[config.mk]
export PLATFORM = sky130hd
export DESIGN_NAME = update_tick_gen
export DESIGN_NICKNAME = d
export VERILOG_FILES = /design/src/rtl/update_tick_gen.sv
export SDC_FILE = /design/constraint.sdc
export NUM_CORES = 1
export LEC_CHECK = 0
export ABC_AREA = 1
export CELL_PAD_IN_SITES_DETAIL_PLACEMENT = 1
export CELL_PAD_IN_SITES_GLOBAL_PLACEMENT = 2
export CORE_MARGIN = 4
export CORE_UTILIZATION = 29
export CTS_CLUSTER_DIAMETER = 40
export DETAILED_ROUTE_END_ITERATION = 8
export GPL_TIMING_DRIVEN = 0
export PLACE_DENSITY_LB_ADDON = 0.12
export SYNTH_ARGS = -nofsm -noshare
export SYNTH_HDL_FRONTEND = slang
export SYNTH_SLANG_ARGS = --single-unit
[constraint.sdc]
create_clock -name CLK -period 2.5 [get_ports CLK]
set_input_delay 0.25 -clock CLK [delete_from_list [all_inputs] [get_ports CLK]]
set_output_delay 0.25 -clock CLK [all_outputs]
set_load 0.05 [all_outputs]
[src/rtl/update_tick_gen.sv]
// -----------------------------------------------------------------------------
// update_tick_gen
//
// Programmable update-tick generator. A counter runs from 0 to period_reg-1
// and a registered tick Z is issued in the cycle after the terminal count.
// Periodic mode (Mode=0) runs forever; one-shot mode (Mode=1) is armed by
// Start and drops back to IDLE after a single tick. The period register can be
// reloaded at any time with Load; a zero period is rejected.
//
// Optional feature macro: UPDATE_TICK_GEN_HOLD_EN
//   defined   : Z is held high until the cycle after Ack; a tick that arrives
//               while Z is still unacknowledged sets the sticky Overrun flag.
//   undefined : Z is a single-cycle pulse, Ack is ignored, Overrun is 0.
//
// Ports
//   CLK      in   clock, rising edge
//   Rst      in   synchronous active-high reset
//   En       in   count enable (0 = pause)
//   Mode     in   0 = periodic, 1 = one-shot
//   Start    in   one-shot arm / retrigger strobe
//   Load     in   strobe: load PeriodIn into the period register
//   PeriodIn in   [WIDTH] new period, in cycles
//   Ack      in   tick acknowledge (hold build only)
//   Z        out  registered tick
//   Busy     out  high while in RUN
//   Count    out  [WIDTH] current counter value
//   Overrun  out  sticky missed-tick flag
// -----------------------------------------------------------------------------
module update_tick_gen #(
  parameter int          WIDTH  = 24,
  parameter int unsigned PERIOD = 12500000
) (
  input  logic             CLK,
  input  logic             Rst,
  input  logic             En,
  input  logic             Mode,
  input  logic             Start,
  input  logic             Load,
  input  logic [WIDTH-1:0] PeriodIn,
  input  logic             Ack,
  output logic             Z,
  output logic             Busy,
  output logic [WIDTH-1:0] Count,
  output logic             Overrun
);

  typedef enum logic {
    IDLE = 1'b0,
    RUN  = 1'b1
  } state_t;

  localparam logic [WIDTH-1:0] period_rst = WIDTH'(PERIOD);

  state_t           state_q, state_d;
  logic [WIDTH-1:0] count_q, count_d;
  logic [WIDTH-1:0] period_q, period_d;
  logic             z_q, z_d;
  logic             load_ok;
  logic             terminal;
  logic             tick;

  assign load_ok  = Load && (PeriodIn != '0);
  assign terminal = (state_q == RUN) && En && (count_q == period_q - WIDTH'(1));

  // NOTE: every signal driven here gets a default first, so no path leaves a
  // value unassigned and no latch is inferred.
  always_comb begin
    state_d  = state_q;
    count_d  = count_q;
    period_d = period_q;
    tick     = 1'b0;

    if (load_ok) begin
      // Load beats everything else, including a coincident terminal count.
      period_d = PeriodIn;
      count_d  = '0;
    end else if (En) begin
      unique case (state_q)
        IDLE: begin
          if (!Mode || Start) state_d = RUN;
        end
        RUN: begin
          if (Mode && Start) begin
            count_d = '0;                 // one-shot retrigger, no tick
          end else if (terminal) begin
            count_d = '0;
            tick    = 1'b1;
            state_d = Mode ? IDLE : RUN;  // Mode is sampled here
          end else begin
            count_d = count_q + WIDTH'(1);
          end
        end
        default: state_d = IDLE;
      endcase
    end
  end

`ifdef UPDATE_TICK_GEN_HOLD_EN
  logic ovr_q, ovr_d;

  always_comb begin
    z_d   = z_q;
    ovr_d = ovr_q;
    if (tick) begin
      // A same-cycle Ack consumes the old tick, so only an unacknowledged
      // pending tick counts as missed.
      if (z_q && !Ack) ovr_d = 1'b1;
      z_d = 1'b1;
    end else if (Ack) begin
      z_d = 1'b0;
    end
  end

  always_ff @(posedge CLK) begin
    if (Rst) ovr_q <= 1'b0;
    else     ovr_q <= ovr_d;
  end

  assign Overrun = ovr_q;
`else
  logic unused_ack;
  assign unused_ack = Ack;
  assign z_d        = tick;
  assign Overrun    = 1'b0;
`endif

  // NOTE: state registers use non-blocking assignments so every flop samples
  // the pre-edge values computed by the combinational block.
  always_ff @(posedge CLK) begin
    if (Rst) begin
      state_q  <= IDLE;
      count_q  <= '0;
      period_q <= period_rst;
      z_q      <= 1'b0;
    end else begin
      state_q  <= state_d;
      count_q  <= count_d;
      period_q <= period_d;
      z_q      <= z_d;
    end
  end

  assign Z     = z_q;
  assign Busy  = (state_q == RUN);
  assign Count = count_q;

endmodule

==> summary.txt <==
Cells and area
  • Design Area, Final: 0.00451 sq mm
  • Final nets: 657
  • Layout cells sized above 1: 0.0912
  • Synthesis-to-layout area growth: 26.0%
  • Diodes inserted: 0
  • Layout Cells excl Fill: 793
  • Core utilization of the finished layout: 0.374

STA
  • Pins Over Slew Limit: 0
  • Fmax: 450 MHz
  • Final WS setup: 278 ps
  • Worst slew margin: 0.608
  • Period utilization: 0.889
  • Final hold slack: 504 ps
  • Final min period: 2220 ps
  • Setup_tns: 0 ps
  • RSZ-0062 raised after global routing: false
  • Hold Violations, Final: 0
  • Slew @ Worst Pin: 585 ps
  • Final setup vio count: 0
  • Max Clock Skew: 8.20 ps

Logic synthesis
  • Synth Flop Type: dfxtp_1
  • Yosys top cell area share: 0.280
  • Synthesis Warnings: 0
  • Mux share of post-synthesis cell area: 0
  • Synth area leader: dfxtp_1
  • Post-Syn Instances: 561
  • Post-Synth XOR/XNOR Area: 0.105
  • Largest family of logic cells by synthesized area: simple AND/OR/NAND/NOR gates
  • Yosys cell types: 32
  • EDFF count, synth: 0
  • Compound-Gate Fraction of Synth Area: 0.0881
  • Synth Net Count: 594
  • Ys async rst share: 0
  • Cell Area, Synth: 0.00358 sq mm
  • Largest cells by area after synthesis: dfxtp_1 (28%), nand2_1 (16%), inv_1 (6.4%), xor2_1 (6.1%), nor2_1 (6.0%)
  • Syn_area_per_cell: 6.38 sq um
  • Post-Synth Adder-Cell Area: 0.00699
  • Sequential area share after synthesis: 0.280
  • Simple-Gate Fraction of Synth Area: 0.425
  • Seq cells post-synth: 50

Clocking
  • # resized after CTS: 0
  • Clk sinks: 50
  • Clock-pin slew on the worst setup and hold paths: 70 ps
  • CTS H-tree lvls: 2
  • CTS Hold Bufs: 0
  • CTS tree: yes
  • Max Root-Sink Buffers: 2
  • Clk_lat worst skew: 290 ps
  • CTS Buf Count: 5
  • CTS root buffer: clkbuf_16
  • Setup bufs post-CTS: 0

Place
  • RePlAce Congestion: 0.803
  • Cells after DPL: 784
  • HPWL after DPL: 9630 um
  • Number of port buffers: 55
  • Pre-CTS WS: -165 ps
  • Post-Place Cell Area: 0.00434 sq mm

Worst hold path
  • WHS Path Cells: 2
  • HP Start: Busy
  • Worst Hold Class: flop to flop
  • Worst hold endpoint: Busy

Routing
  • Post-Route WL: 11700 um
  • Initial drt markers: 117
  • Vias per cell: 4.67
  • DR WL/cell: 14.8 um
  • Routed Antenna Nets: 0
  • Post-route DRC: 0
  • First-pass DRT Iterations: 4
  • Via count: 3703

Global routing
  • Total GRT Usage: 0.170
  • Largest net degree at the start of global routing: 15
  • First-pass GRT wire length: 19600 um
  • Grt ovf: 0
  • Vias in the first global route: 3838
  • Initial antenna violation count: 0

Pwr
  • VDD IR max: 0.253 mV
  • Power per cell area: 417 mW/mm^2
  • Overall power: 1.88 mW
  • Static Leakage: 1.80 nW

Critical path
  • Most used cell, CP: nand2_1
  • Setup crit end kind: flop
  • Slowest CP cell: dfxtp_1
  • Crit Reg-Reg Startpoint: Count[1]
  • CP required: 2720 ps
  • Worst-path fanout max: 6
  • FF-to-FF End: Count[18]
  • Worst-case reg-to-reg path depth: 12
  • Setup Crit Path Kind: flop to flop
  • Crit path cell chain: ha_1, nand2_1, nor2_2, nand2_1, nor3_1, nand3_1, nor2_1, nand2_1, xor2_1, inv_1, nand3_1, a21oi_1
  • Critical path launch point type: flop
  • Setup slack, reg-to-reg: 280 ps
  • Crit-path max cell delay: 450 ps
  • Arr. time, crit path: 2440 ps

Status
  • Status: completed

Floorplan
  • Die Ht: 119 um
  • Horiz. Die Dim: 119 um
  • Num rows: 40
  • Core Region: 0.0121 sq mm
  • Initial core utilization: 0.297
  • Die ar.: 0.0142 sq mm
  • # IOs: 58

Flow run
  • Max-capacitance violation count: 0
-- layer usage --
layer	global-route usage	part of all wire
met5	0	0
met4	0.0290	0.0083
met3	0.0252	0.027
met2	0.293	0.48
met1	0.227	0.49
-- cells in the final DEF, fill, tap and decap left out, types with 3 or more instances in the layout --
cell type,n
o21ai_0,18
clkbuf_1,13
nand3b_1,7
xnor2_1,18
clkdlybuf4s50_1,55
nand2_1,153
inv_1,60
clkbuf_16,5
nor2_1,57
nand2_2,8
dfxtp_1,50
nand3_2,10
nor2_2,13
nor3_1,10
nand4_1,12
buf_2,4
nand3_1,40
o211ai_1,3
a21oi_1,37
nor2_4,4
xor2_1,25
-- cell usage after synthesis, types with 2 or more instances --
master	count
o21ai_0	18
buf_2	4
nor2_2	13
nand4_1	12
o21ai_1	2
nor2_8	2
dfxtp_1	50
inv_1	61
buf_1	2
nor4_1	2
nand2_2	8
clkbuf_1	12
xnor2_1	18
nand3_1	40
nor3_1	10
nand3_2	10
buf_6	2
a21oi_1	37
nand3b_1	7
nor2_4	3
xor2_1	25
o211ai_1	3
nand2_1	154
ha_1	2
nor2_1	57
-- critical path, delay by kind of cell, from the launching register on --
kind / cells / cell delay, ps
and+or+nand+nor: 8 / 1120
DFF: 1 / 450
adders and majority gates: 1 / 220
AOI/OAI and AO/OA: 1 / 150
xor gates and xnor gates: 1 / 140
buffers and inverters: 1 / 60
-- worst max-delay path by stage --
stage / from / endpoint / slack, ps / cells past startpoint
2_1_floorplan: Count[1] / Count[18] / 280 / 12
3_3_place_gp: En / Count[18] / -130 / 14
3_5_place_dp: En / Count[20] / -160 / 14
4_1_cts: period_q[0] / Count[18] / 60 / 14
5_1_grt: PeriodIn[16] / period_q[16] / 20 / 9
6_report: Count[1] / Count[18] / 280 / 12
-- sequential cells by signal, summed over array words and instances (netlist names) --
signal	cells
period_q	24
Count	24
Busy	1
Z	1
-- report_power, final --
group	switching [mW]	leakage, nW	internal (mW)
Sequential	0.0366	0.410	0.825
Clock	0.309	0.0739	0.398
Combinational	0.187	1.32	0.124
-- final cells by class --
cell class	instances	area, sq um
Buffer	21	103
Inverter	62	233
Clock buffer	7	143
Multi-Input combinational cell	429	2260
Sequential cell	50	1000
Tap cell	168	210
Fill cell	1569	7550
Clock inverter	1	5.00
Timing Repair Buffer	55	551
-- cell families (layout without fill, tap and decap cells) --
group,Yosys count,count (layout)
compound gates,61,61
xor+xnor,43,43
fa+ha+maj,2,2
buf+inv,83,146
flops,50,50
other cells,1,1
simple gates,321,322
No activity file was read; power rests on OpenSTA's default activity.
